[config.mk]
export PLATFORM = sky130hd
export DESIGN_NAME = im_loader_flat
export DESIGN_NICKNAME = d
export VERILOG_FILES = /design/src/rtl/im_loader_pkg.sv /design/src/rtl/im_loader_if.sv /design/src/rtl/im_word_packer.sv /design/src/rtl/im_loader.sv /design/src/flat_wrapper.sv
export SDC_FILE = /design/constraint.sdc
export NUM_CORES = 1
export LEC_CHECK = 0
export BUFFER_PORTS_ARGS = -buffer_cell sky130_fd_sc_hd__buf_2
export CAP_MARGIN = 25
export CORE_MARGIN = 2
export CORE_UTILIZATION = 55
export DETAILED_ROUTE_END_ITERATION = 6
export PLACE_DENSITY_LB_ADDON = 0.15
export REMOVE_ABC_BUFFERS = 1
export SYNTH_ARGS = -nofsm -noshare
export SYNTH_HDL_FRONTEND = slang
export SYNTH_HIERARCHICAL = 1
export SYNTH_SLANG_ARGS = --single-unit
[constraint.sdc]
create_clock -name clk -period 4 [get_ports clk]
set_clock_uncertainty 0.1 [all_clocks]
set_input_delay 0.4 -clock clk [delete_from_list [all_inputs] [get_ports clk]]
set_output_delay 0.4 -clock clk [all_outputs]
set_load 0.01 [all_outputs]
[src/rtl/im_loader_pkg.sv]
// im_loader_pkg: shared FSM encodings, default IM address width and stream byte order for the program loader.
`default_nettype none

package im_loader_pkg;

  localparam int IM_AW_DEFAULT = 7;

  // Words arrive most-significant byte first.
  localparam bit BYTE_MSB_FIRST = 1'b1;

  localparam logic [2:0] ST_IDLE   = 3'd0;
  localparam logic [2:0] ST_LEN_HI = 3'd1;
  localparam logic [2:0] ST_LEN_LO = 3'd2;
  localparam logic [2:0] ST_DATA   = 3'd3;
  localparam logic [2:0] ST_CKSUM  = 3'd4;
  localparam logic [2:0] ST_DONE   = 3'd5;
  localparam logic [2:0] ST_ERR    = 3'd6;

  function automatic logic [16:0] im_capacity(input int aw);
    return 17'd1 << aw;
  endfunction

endpackage

`default_nettype wire

[src/rtl/im_loader_if.sv]
// im_loader_if: byte-stream link, IM write port and CPU reset/status bundle of the program loader.
`default_nettype none

interface im_loader_if #(
  parameter int IM_AW = 7
) ();

  logic             load_start;
  logic             byte_valid;
  logic [7:0]       byte_data;
  logic             byte_ready;
  logic             im_we;
  logic [IM_AW-1:0] im_addr;
  logic [31:0]      im_wdata;
  logic             cpu_rstn;
  logic             busy;
  logic             done;
  logic             err;

  // Stream source / status observer side.
  modport master (
    output load_start, byte_valid, byte_data,
    input  byte_ready, im_we, im_addr, im_wdata, cpu_rstn, busy, done, err
  );

  // Loader side.
  modport slave (
    input  load_start, byte_valid, byte_data,
    output byte_ready, im_we, im_addr, im_wdata, cpu_rstn, busy, done, err
  );

endinterface

`default_nettype wire

[src/rtl/im_word_packer.sv]
// im_word_packer: collects four stream bytes into one 32-bit word and pulses word_valid_o the cycle after the 4th byte.
`default_nettype none

module im_word_packer
  import im_loader_pkg::*;
(
  input  logic        clk,
  input  logic        rstn,
  input  logic        clear_i,
  input  logic        in_valid_i,
  input  logic [7:0]  in_byte_i,
  output logic        word_valid_o,
  output logic [31:0] word_o,
  output logic        last_byte_o
);

  logic [1:0]  cnt_q;
  logic [31:0] word_q;
  logic        valid_q;

  always_ff @(posedge clk or negedge rstn) begin
    if (!rstn) begin
      cnt_q   <= 2'd0;
      word_q  <= 32'd0;
      valid_q <= 1'b0;
    end else begin
      valid_q <= 1'b0;
      if (clear_i) begin
        cnt_q  <= 2'd0;
        word_q <= 32'd0;
      end else if (in_valid_i) begin
        cnt_q   <= cnt_q + 2'd1;
        word_q  <= BYTE_MSB_FIRST ? {word_q[23:0], in_byte_i} : {in_byte_i, word_q[31:8]};
        valid_q <= (cnt_q == 2'd3);
      end
    end
  end

  assign word_valid_o = valid_q;
  assign word_o       = word_q;
  assign last_byte_o  = (cnt_q == 2'd3);

endmodule

`default_nettype wire

[src/rtl/im_loader.sv]
// im_loader: length-prefixed byte-stream loader writing 32-bit words into the IM and holding the CPU in reset meanwhile.
// Define IM_LOADER_CKSUM_EN to require a trailing 8-bit sum-of-data-bytes check before DONE.
`default_nettype none

module im_loader
  import im_loader_pkg::*;
#(
  parameter int IM_AW = IM_AW_DEFAULT
) (
  input  logic       clk,
  input  logic       rstn,
  im_loader_if.slave bus
);

  localparam logic [16:0] CAPACITY = im_capacity(IM_AW);
`ifdef IM_LOADER_CKSUM_EN
  localparam logic [2:0] ST_AFTER_DATA = ST_CKSUM;
`else
  localparam logic [2:0] ST_AFTER_DATA = ST_DONE;
`endif

  logic [2:0]       state_q, state_d;
  logic [7:0]       len_hi_q, len_hi_d;
  logic [15:0]      len_q, len_d;
  logic [15:0]      words_q, words_d;
  logic [IM_AW-1:0] addr_q, addr_d;
  logic             cpu_rstn_q, cpu_rstn_d;
  logic             busy_q, busy_d;
  logic             done_q, done_d;
  logic             err_q, err_d;
`ifdef IM_LOADER_CKSUM_EN
  logic [7:0]       sum_q, sum_d;
`endif

  logic        ready;
  logic        xfer;
  logic        start;
  logic        last_byte;
  logic        word_valid;
  logic [31:0] word;
  logic [15:0] len_w;
  logic [15:0] words_inc;

  assign ready = (state_q == ST_LEN_HI) || (state_q == ST_LEN_LO) ||
                 (state_q == ST_DATA)   || (state_q == ST_CKSUM);
  assign xfer  = bus.byte_valid & ready;
  assign start = bus.load_start &
                 ((state_q == ST_IDLE) || (state_q == ST_DONE) || (state_q == ST_ERR));
  assign len_w     = {len_hi_q, bus.byte_data};
  assign words_inc = words_q + 16'd1;

  im_word_packer u_packer (
    .clk          (clk),
    .rstn         (rstn),
    .clear_i      (start),
    .in_valid_i   (xfer && (state_q == ST_DATA)),
    .in_byte_i    (bus.byte_data),
    .word_valid_o (word_valid),
    .word_o       (word),
    .last_byte_o  (last_byte)
  );

  always_comb begin
    state_d    = state_q;
    len_hi_d   = len_hi_q;
    len_d      = len_q;
    words_d    = words_q;
    addr_d     = addr_q;
    cpu_rstn_d = cpu_rstn_q;
    busy_d     = busy_q;
    done_d     = done_q;
    err_d      = err_q;
`ifdef IM_LOADER_CKSUM_EN
    sum_d      = sum_q;
`endif

    case (state_q)
      ST_IDLE, ST_DONE: cpu_rstn_d = 1'b1;
      ST_LEN_HI: begin
        if (xfer) begin
          len_hi_d = bus.byte_data;
          state_d  = ST_LEN_LO;
        end
      end
      ST_LEN_LO: begin
        if (xfer) begin
          len_d   = len_w;
          words_d = 16'd0;
          if (len_w == 16'd0)                  state_d = ST_AFTER_DATA;
          else if ({1'b0, len_w} > CAPACITY)   state_d = ST_ERR;
          else                                 state_d = ST_DATA;
        end
      end
      ST_DATA: begin
        if (xfer) begin
`ifdef IM_LOADER_CKSUM_EN
          sum_d = sum_q + bus.byte_data;
`endif
          if (last_byte) begin
            words_d = words_inc;
            if (words_inc == len_q) state_d = ST_AFTER_DATA;
          end
        end
      end
`ifdef IM_LOADER_CKSUM_EN
      ST_CKSUM: begin
        if (xfer) state_d = (bus.byte_data == sum_q) ? ST_DONE : ST_ERR;
      end
`endif
      default: ;
    endcase

    if ((state_d != state_q) && ((state_d == ST_DONE) || (state_d == ST_ERR))) begin
      busy_d = 1'b0;
      done_d = (state_d == ST_DONE);
      err_d  = (state_d == ST_ERR);
    end

    // Saturate rather than wrap; only the final write of a full-capacity load reaches the top.
    if (word_valid && (addr_q != {IM_AW{1'b1}})) addr_d = addr_q + 1'b1;

    if (start) begin
      state_d    = ST_LEN_HI;
      cpu_rstn_d = 1'b0;
      busy_d     = 1'b1;
      done_d     = 1'b0;
      err_d      = 1'b0;
      addr_d     = '0;
`ifdef IM_LOADER_CKSUM_EN
      sum_d      = 8'd0;
`endif
    end
  end

  always_ff @(posedge clk or negedge rstn) begin
    if (!rstn) begin
      state_q    <= ST_IDLE;
      len_hi_q   <= 8'd0;
      len_q      <= 16'd0;
      words_q    <= 16'd0;
      addr_q     <= '0;
      cpu_rstn_q <= 1'b0;
      busy_q     <= 1'b0;
      done_q     <= 1'b0;
      err_q      <= 1'b0;
`ifdef IM_LOADER_CKSUM_EN
      sum_q      <= 8'd0;
`endif
    end else begin
      state_q    <= state_d;
      len_hi_q   <= len_hi_d;
      len_q      <= len_d;
      words_q    <= words_d;
      addr_q     <= addr_d;
      cpu_rstn_q <= cpu_rstn_d;
      busy_q     <= busy_d;
      done_q     <= done_d;
      err_q      <= err_d;
`ifdef IM_LOADER_CKSUM_EN
      sum_q      <= sum_d;
`endif
    end
  end

  assign bus.byte_ready = ready;
  assign bus.im_we      = word_valid;
  assign bus.im_addr    = addr_q;
  assign bus.im_wdata   = word;
  assign bus.cpu_rstn   = cpu_rstn_q;
  assign bus.busy       = busy_q;
  assign bus.done       = done_q;
  assign bus.err        = err_q;

endmodule

`default_nettype wire

[src/flat_wrapper.sv]
// flat-port wrapper written by rule: the top's interface ports become plain ports
module im_loader_flat import im_loader_pkg::*;
#(
  parameter int IM_AW = IM_AW_DEFAULT
)
  (clk, rstn, bus_load_start, bus_byte_valid, bus_byte_data, bus_byte_ready, bus_im_we, bus_im_addr, bus_im_wdata, bus_cpu_rstn, bus_busy, bus_done, bus_err);
  im_loader_if #(.IM_AW(IM_AW)) bus_i ();
  input  logic clk;
  input  logic rstn;
  input wire logic [$bits(bus_i.load_start)-1:0] bus_load_start;
  input wire logic [$bits(bus_i.byte_valid)-1:0] bus_byte_valid;
  input wire logic [$bits(bus_i.byte_data)-1:0] bus_byte_data;
  output wire logic [$bits(bus_i.byte_ready)-1:0] bus_byte_ready;
  output wire logic [$bits(bus_i.im_we)-1:0] bus_im_we;
  output wire logic [$bits(bus_i.im_addr)-1:0] bus_im_addr;
  output wire logic [$bits(bus_i.im_wdata)-1:0] bus_im_wdata;
  output wire logic [$bits(bus_i.cpu_rstn)-1:0] bus_cpu_rstn;
  output wire logic [$bits(bus_i.busy)-1:0] bus_busy;
  output wire logic [$bits(bus_i.done)-1:0] bus_done;
  output wire logic [$bits(bus_i.err)-1:0] bus_err;
  assign bus_i.load_start = bus_load_start;
  assign bus_i.byte_valid = bus_byte_valid;
  assign bus_i.byte_data = bus_byte_data;
  assign bus_byte_ready = bus_i.byte_ready;
  assign bus_im_we = bus_i.im_we;
  assign bus_im_addr = bus_i.im_addr;
  assign bus_im_wdata = bus_i.im_wdata;
  assign bus_cpu_rstn = bus_i.cpu_rstn;
  assign bus_busy = bus_i.busy;
  assign bus_done = bus_i.done;
  assign bus_err = bus_i.err;
  im_loader #(.IM_AW(IM_AW)) u_core (.clk(clk), .rstn(rstn), .bus(bus_i));
endmodule
==> results.json, run 1 <==
{
  "synth_area_um2": 4460,
  "place_area_um2": 4760,
  "drt-total-wl_um": 9070,
  "relSlewSlack_pct": 33.0,
  "rsz0062_at_grt": "no",
  "tritoncts": "yes",
  "fp.dieW_um": 94.1,
  "drtAntennaViolNets": 0,
  "cts-buffers-inserted": 9,
  "cap_violations": 0,
  "worstSetupStartpoint": "u_core/words_q[0]$_DFFE_PN0P_",
  "core_area_um2": 7810,
  "overflow": 0,
  "initial_core_util_pct": 57.2,
  "detail_route.first_pass.iterations": 4,
  "die_h_um": 94.1,
  "pre_cts_slack_ps": 1230,
  "synth_seq_area_share_pct": 49.9,
  "powerDensity_nw_per_um2": 620,
  "ios": 57,
  "holdCritStartpoint": "bus_byte_data[4]",
  "cts_sinks": 89,
  "critPathKind": "reg -> reg",
  "fin_setup_tns_ps": 0,
  "tightest_slew_ps": 1000,
  "grt_pass1_vias": 3243,
  "r2r-end": "u_core/state_q[2]$_DFF_PN0_",
  "min_period_over_period_pct": 70.4,
  "grt.total_usage_pct": 22.8,
  "std_cell_rows": 32,
  "peakVddDrop_mv": 0.329,
  "leakage_nw": 2.30,
  "finish.instance_area_um2": 5010,
  "layout-drive-gt1-share_pct": 23.6,
  "synth_top_flop_cell": "dfrtp_1",
  "synthCells": 414,
  "r2r_setup_slack_ps": 1180,
  "ctsRootBufferMaster": "clkbuf_8",
  "die_area_um2": 8850,
  "fin_cells": 568,
  "wl_per_cell_um": 16.0,
  "cp_max_fo": 8,
  "antennaDiodeCount": 0,
  "reg2reg_depth": 7,
  "async_reset_ff_share_pct": 100,
  "clock_path_buffers": 2,
  "hold_viol": 0,
  "synth_cell_type_count": 55,
  "worstPathArrival_ps": 2990,
  "fmax_ghz": 0.355,
  "grt_start_max_net_pins": 65,
  "r2r-start": "u_core/words_q[0]$_DFFE_PN0P_",
  "fin_nets": 477,
  "min_period_ps": 2820,
  "h-tree-depth": 3,
  "startpoint_type": "register",
  "ctsResizeCount": 0,
  "grt_pass1_wl_um": 15700,
  "dr_total_vias": 3178,
  "status": "finished, final reports clean",
  "slew_viol_final": 0,
  "syn2layout_area_growth_pct": 12.3,
  "hold_depth": 3,
  "fillCellCount": 649,
  "critical_path_required_ps": 4180,
  "clock_latency_ps": 360,
  "cp-end-kind": "register",
  "ys_seq_elements": 89,
  "synth-edff-count": 0,
  "drt_iter0_drc": 174,
  "final_util_pct": 64.2,
  "io_buffers": 56,
  "dpl.hpwl_um": 6240,
  "place_inst": 551,
  "setup_viol": 0,
  "min_to": "u_core/len_q[4]$_DFFE_PN0P_",
  "place_congestion": 0.829,
  "antenna_found_initial": 0,
  "fin_ws_ps": 1180,
  "hold_class": "in -> reg",
  "syn_avg_cell_area_um2": 10.8,
  "yosysWarnings": 6,
  "route.detailed.drc": 0,
  "routed_via_density": 5.60,
  "clkTransAtPathRegs_ps": 80
}
stage by stage:
step / hold WS, ps / power [W]
5_1_grt: 241 / 0.00332
4_1_cts: 225 / 0.00313
3_3_place_gp: 383 / 0.00240
2_1_floorplan: 4.41 / 0.00208
3_5_place_dp: 244 / 0.00243
6_report: 237 / 0.00311
final cells by class:
class / instances / area [µm²] / area share [%]
inverter: 11 / 41.3 / 0.824
tap: 102 / 128 / 2.55
clock inverter: 5 / 86.3 / 1.72
clock buffer: 10 / 138 / 2.75
timing repair buffer: 60 / 343 / 6.84
sequential: 89 / 2230 / 44.4
multi-input combinational: 291 / 2050 / 40.9
power breakdown:
| part | total [W] | internal [W] | leakage [nW] | switching [W] |
|---|---|---|---|---|
| clock network | 0.000693 | 0.000371 | 0.113 | 0.000322 |
| logic | 0.00103 | 0.000486 | 1.01 | 0.000542 |
| registers | 0.00138 | 0.00115 | 1.17 | 0.000232 |
| total | 0.00311 | 0.00201 | 2.30 | 0.00110 |
timing repair:
action,4_1_cts,5_1_grt
hold endpoints to repair,25,0
setup buffers,0,0
hold buffers,1,0
critical path, stage by stage (launching register included):
cell	delay, ps
dfrtp_1	530
ha_1	300
nand3_1	250
nor4_1	490
xnor2_1	170
o2111ai_1	180
or4_1	590
o21ai_1	140
placed cells by master (no fill, tap or decap), types with 12 or more instances in the layout:
cell type and instances:
nand2_1 17, o31ai_1 12, xnor2_1 20, mux2i_1 35, nor2_1 56, nand3_1 15, dfrtp_1 89, mux2_2 23
o21ai_0 22, buf_2 55
state kept, by name (all words and copies together), names as in the netlist:
register	count
u_core/bus.busy	1
u_core/bus.cpu_rstn	1
u_core/bus.done	1
u_core/bus.err	1
u_core/bus.im_addr	7
u_core/len_hi_q	8
u_core/len_q	16
u_core/state_q	3
u_core/u_packer/cnt_q	2
u_core/u_packer/word_o	32
u_core/u_packer/word_valid_o	1
u_core/words_q	16
layer usage:
| metal | vias up | global-route usage, % | routed length (µm) |
|---|---|---|---|
| met5 | - | 0 | 0 |
| met4 | 0 | 10.9 | 224 |
| met3 | 14 | 3.37 | 326 |
| met2 | 67 | 36.7 | 4300 |
| met1 | 1547 | 30.3 | 4220 |
| li1 | 1550 | - | - |
synth_stat cells (4+ instances only):
master | instances | area (µm²)
xnor2_1 | 20 | 175
clkbuf_1 | 9 | 33.8
o31ai_1 | 12 | 90.1
a31oi_1 | 4 | 25.0
nor4_1 | 5 | 31.3
o21ai_0 | 22 | 110
inv_1 | 11 | 41.3
mux2_2 | 23 | 259
nand3_1 | 15 | 75.1
a21oi_1 | 8 | 40.0
and3_1 | 4 | 25.0
xor2_1 | 11 | 96.3
nor2_1 | 56 | 210
dfrtp_1 | 89 | 2230
nor2b_1 | 8 | 50.1
nand2_1 | 17 | 63.8
buf_2 | 8 | 40.0
nand4_1 | 5 | 31.3
mux2i_1 | 35 | 350
how the worst max path moves through the flow:
stage | cells past startpoint | endpoint | slack [ps]
final | 7 | u_core/state_q[2]$_DFF_PN0_ | 1180
after global routing | 7 | u_core/bus.busy$_DFFE_PN0P_ | 920
after CTS | 7 | u_core/bus.done$_DFFE_PN0P_ | 1220
after detailed placement | 7 | u_core/bus.done$_DFFE_PN0P_ | 1230
after global placement | 7 | u_core/bus.done$_DFFE_PN0P_ | 1360
after floorplan | 6 | u_core/state_q[2]$_DFF_PN0_ | 1000
kinds of logic (layout without fill, tap and decap cells):
group,count (synthesis),in the layout,synth area share [%]
mux,58,58,13.6
fa+ha+maj,3,3,0.841
compound gates,66,66,9.84
flops,89,89,49.9
simple gates,133,133,15.3
xor+xnor,31,31,6.08
buf+inv,34,86,4.37
No activity file was read; power rests on OpenSTA's default activity.
==> run 2, diff against run 1 <==
clock period = 2.8 ns   (was 4 ns; I/O delays follow)
==> results.json, run 2 (synthesis gave the netlist of run 1 again) <==
{
  "status": "finished, final reports clean",
  "h-tree-depth": 3,
  "syn2layout_area_growth_pct": 12.5,
  "critPathKind": "reg -> reg",
  "wl_per_cell_um": 16.2,
  "die_area_um2": 8850,
  "cp.depth": 8,
  "fin_cells": 574,
  "cts_sinks": 89,
  "min_period_over_period_pct": 91.5,
  "hold_viol": 0,
  "antenna_found_initial": 0,
  "clock_path_buffers": 2,
  "cp-end-kind": "register",
  "holdCritStartpoint": "bus_byte_data[2]",
  "critical_path_required_ps": 2970,
  "layout-drive-gt1-share_pct": 25.6,
  "clock_latency_ps": 350,
  "grt_pass1_wl_um": 15400,
  "r2r_setup_slack_ps": 240,
  "fmax_ghz": 0.390,
  "leakage_nw": 2.29,
  "peakVddDrop_mv": 0.457,
  "place_inst": 557,
  "cts-buffers-inserted": 9,
  "io_buffers": 56,
  "cp_max_fo": 6,
  "largest_reg_flops": 32,
  "reg2reg_depth": 8,
  "post_cts_buffers": 0,
  "worstSetupStartpoint": "u_core/words_q[1]$_DFFE_PN0P_",
  "place_congestion": 0.854,
  "clkTransAtPathRegs_ps": 90,
  "worst-path-buf-inv": 1,
  "slew_viol_final": 0,
  "startpoint_type": "register",
  "ios": 57,
  "detail_route.first_pass.iterations": 4,
  "cp_top_family": "simple AND/OR/NAND/NOR gates",
  "die_h_um": 94.1,
  "max_stage_delay_ps": 460,
  "antennaDiodeCount": 0,
  "drt_iter0_drc": 206,
  "drt-total-wl_um": 9310,
  "final_util_pct": 64.3,
  "fin_ws_ps": 238,
  "finish.instance_area_um2": 5020,
  "core_area_um2": 7810,
  "worstPathArrival_ps": 2740,
  "hold_class": "in -> reg",
  "crit_slowest_cell": "or4_1",
  "relSlewSlack_pct": 55.8,
  "dr_total_vias": 3260,
  "place_area_um2": 4800,
  "fin_setup_tns_ps": 0,
  "cap_violations": 0,
  "route.detailed.drc": 0,
  "tritoncts": "yes",
  "fp.dieW_um": 94.1,
  "routed_via_density": 5.68,
  "grt.total_usage_pct": 22.3,
  "dpl.hpwl_um": 6490,
  "fillCellCount": 646,
  "grt_pass1_vias": 3118,
  "setup_viol": 0,
  "drtAntennaViolNets": 0,
  "tightest_slew_ps": 661,
  "min_period_ps": 2560,
  "cpMostUsedCell": "o21ai_1",
  "rsz0062_at_grt": "no",
  "pre_cts_slack_ps": 142,
  "overflow": 0,
  "layout_commonest_cell": "dfrtp_1",
  "hold_depth": 2,
  "r2r-end": "u_core/state_q[2]$_DFF_PN0_",
  "min_to": "u_core/len_q[2]$_DFFE_PN0P_",
  "layout_common_cells": "88 x dfrtp_1, 56 x nor2_1, 55 x buf_2",
  "initial_core_util_pct": 57.2,
  "fin_nets": 482,
  "r2r-start": "u_core/words_q[1]$_DFFE_PN0P_",
  "std_cell_rows": 32,
  "ctsRootBufferMaster": "clkbuf_8",
  "crit_chain": "ha_2 -> nand3_1 -> buf_4 -> or2_2 -> o31ai_1 -> o21ai_1 -> or4_1 -> o21ai_1",
  "grt_start_max_net_pins": 89,
  "powerDensity_nw_per_um2": 857
}
==> run 2: changes by cell type in the layout (fill, tap and decap cells not counted), moves of 2 or more <==
cell       previous run  this run
buf_4                 2         8
nor4_1                5         2
nor4_2                0         3
bufinv_16             2         0
==> run 2: final cells by class <==
class | count | area (µm²) | share of cell area [%]
Timing Repair Buffer | 65 | 365 | 7.27
Multi-Input combinational cell | 291 | 2070 | 41.3
Clock buffer | 10 | 138 | 2.74
Sequential cell | 89 | 2230 | 44.4
Inverter | 11 | 41.3 | 0.822
Tap cell | 102 | 128 | 2.54
Clock inverter | 6 | 50.0 | 0.997
==> run 2: through the flow <==
step | hold WS, ps | total power, W
CTS | 102 | 0.00434
global route | 112 | 0.00460
detailed placement | -24.4 | 0.00350
finish | 113 | 0.00431
floorplan | -116 | 0.00297
global placement | -29.1 | 0.00344
==> run 2: power breakdown <==
group | switching (W) | internal, W | leakage (nW)
sequential | 0.000331 | 0.00165 | 1.17
clock | 0.000478 | 0.000358 | 0.0948
combinational | 0.000791 | 0.000702 | 1.03
==> run 2: how the worst max path moves through the flow <==
stage	endpoint	slack [ps]
3_5_place_dp	u_core/bus.busy$_DFFE_PN0P_	140
6_report	u_core/state_q[2]$_DFF_PN0_	240
4_1_cts	u_core/bus.busy$_DFFE_PN0P_	130
3_3_place_gp	u_core/bus.busy$_DFFE_PN0P_	310
5_1_grt	u_core/bus.done$_DFFE_PN0P_	10
2_1_floorplan	u_core/state_q[2]$_DFF_PN0_	-200
==> run 2: timing repair <==
action / CTS / global route
resized for setup: 0 / 5
hold endpoints to repair: 89 / 0
hold buffers: 1 / 0
endpoints found under the setup margin: 0 / 5
==> run 2: routing by layer <==
metal	track usage (%)	vias up	part of all wire [%]
met1	31.1	1609	46
met3	3.05	11	3.6
li1	-	1567	-
met5	0	-	0
met2	36.6	73	49
met4	6.28	0	1.4
==> run 2: worst reg2reg max path: stages (launching register included) <==
cell,delay [ps]
dfrtp_2,440
ha_2,250
nand3_1,180
buf_4,210
or2_2,310
o31ai_1,230
o21ai_1,150
or4_1,460
o21ai_1,150
==> run 3, diff against run 2 <==
CORE_UTILIZATION = 52   (was 55)
clock period = 2.2 ns   (was 2.8 ns; I/O delays follow)
==> results.json, run 3 (synthesis gave the netlist of run 1 again) <==
{
  "setup_viol": 2,
  "overflow": 0,
  "finish.instance_area_um2": 5570,
  "use_met2_pct": 36.1,
  "grt_use_met3_pct": 3.11,
  "fin_nets": 528,
  "relSlewSlack_pct": 69.3,
  "holdCritStartpoint": "bus_byte_data[5]",
  "drtAntennaViolNets": 0,
  "drt_iter0_drc": 177,
  "routed_via_density": 5.59,
  "cp_max_fo": 5,
  "powerDensity_nw_per_um2": 1050,
  "cp-end-kind": "register",
  "rsz0062_at_grt": "yes",
  "clkTransAtPathRegs_ps": 90,
  "place_inst": 597,
  "detail_route.first_pass.iterations": 4,
  "dpl.hpwl_um": 7100,
  "layout_common_cells": "87 x dfrtp_1, 55 x buf_2, 55 x nor2_1",
  "cts_sinks": 89,
  "leakage_nw": 2.58,
  "min_period_over_period_pct": 105,
  "antenna_found_initial": 0,
  "drt-total-wl_um": 10200,
  "antennaDiodeCount": 0,
  "dr_total_vias": 3483,
  "min_to": "u_core/len_q[5]$_DFFE_PN0P_",
  "r2r-start": "u_core/words_q[1]$_DFFE_PN0P_",
  "syn2layout_area_growth_pct": 24.7,
  "largest_reg_flops": 32,
  "grt_pass1_vias": 3411,
  "hold_depth": 2,
  "critPathKind": "reg -> reg",
  "initial_core_util_pct": 54.1,
  "critical_path_required_ps": 2380,
  "ctsRootBufferMaster": "clkbuf_8",
  "wl_per_cell_um": 16.3,
  "hold_viol": 0,
  "pre_cts_slack_ps": -155,
  "clock_path_buffers": 2,
  "grt.busiest_layer": "met2",
  "die_area_um2": 9340,
  "route.detailed.drc": 0,
  "clock_latency_ps": 350,
  "worstPathArrival_ps": 2490,
  "die_h_um": 96.7,
  "min_period_ps": 2310,
  "tritoncts": "yes",
  "core_area_um2": 8260,
  "slew_viol_final": 0,
  "fin_ws_ps": -111,
  "fmax_ghz": 0.433,
  "place_congestion": 0.877,
  "fp.dieW_um": 96.7,
  "layout-drive-gt1-share_pct": 36.3,
  "reg2reg_depth": 7,
  "cap_violations": 0,
  "h-tree-depth": 3,
  "layout_commonest_cell": "dfrtp_1",
  "grt.total_usage_pct": 21.9,
  "hold_class": "in -> reg",
  "status": "finished with violations",
  "io_buffers": 56,
  "r2r-end": "u_core/bus.done$_DFFE_PN0P_",
  "ios": 57,
  "place_area_um2": 5110,
  "startpoint_type": "register",
  "final_util_pct": 67.4,
  "std_cell_rows": 33,
  "fin_cells": 623,
  "cts-buffers-inserted": 9,
  "grt_start_max_net_pins": 66,
  "violations": "negative setup slack",
  "tightest_slew_ps": 461,
  "grt.met1_usage_pct": 29.7,
  "grt_pass1_wl_um": 16800,
  "peakVddDrop_mv": 0.546,
  "r2r_setup_slack_ps": -110
}
[run 3: repair_timing]
action | 4_1_cts | 5_1_grt
hold buffers | 1 | 0
pin swaps | 9 | 9
buffers inserted | 5 | 5
setup endpoints to repair | 5 | 5
resized for setup | 21 | 19
hold endpoints to repair | 24 | 0
[run 3: final cells by class]
cell class | instances | area, µm²
Clock buffer | 10 | 128
Clock inverter | 6 | 73.8
Fill cell | 635 | 2690
Inverter | 11 | 41.3
Multi-Input combinational cell | 291 | 2220
Sequential cell | 89 | 2230
Tap cell | 105 | 131
Timing Repair Buffer | 111 | 747
[run 3: per-stage QoR]
stage | hold slack (ps) | TNS, ps | power [W]
6_report | 62.9 | -216 | 0.00585
4_1_cts | 48.7 | -25.7 | 0.00580
3_3_place_gp | 47.0 | -206 | 0.00451
2_1_floorplan | -176 | -23230 | 0.00378
3_5_place_dp | 47.0 | -569 | 0.00460
5_1_grt | 52.3 | -580 | 0.00620
[run 3: where the power goes]
part	total (W)	internal, W	switching (W)	leakage, nW
Sequential	0.00246	0.00210	0.000365	1.17
Combinational	0.00225	0.00105	0.00120	1.32
Clock	0.00114	0.000540	0.000599	0.0950
Total	0.00585	0.00368	0.00217	2.58
[run 3: worst max path at each step]
stage / from / to / slack, ps / cells after the start
after floorplan: u_core/state_q[0]$_DFF_PN0_ / u_core/state_q[2]$_DFF_PN0_ / -800 / 6
after global routing: u_core/words_q[6]$_DFFE_PN0P_ / u_core/bus.done$_DFFE_PN0P_ / -180 / 7
after CTS: u_core/words_q[1]$_DFFE_PN0P_ / u_core/bus.done$_DFFE_PN0P_ / -20 / 7
after detailed placement: u_core/words_q[0]$_DFFE_PN0P_ / u_core/bus.done$_DFFE_PN0P_ / -160 / 7
after global placement: u_core/words_q[0]$_DFFE_PN0P_ / u_core/bus.done$_DFFE_PN0P_ / -60 / 7
final: u_core/words_q[1]$_DFFE_PN0P_ / u_core/bus.done$_DFFE_PN0P_ / -110 / 7
[run 3: critical path, cell delays in order, from the launching register on]
cell and delay (ps):
dfrtp_1 380, buf_6 120, nand4_4 130, or4_4 600
a211oi_4 240, o21ai_2 110, or4_4 440, o21ai_1 120
[run 3: routing by layer]
metal	up-vias	share of wire [%]	routed length (µm)
met5	-	0	0
met4	0	2.3	232
met3	19	2.5	255
met2	63	50	5080
met1	1733	45	4610
li1	1668	-	-
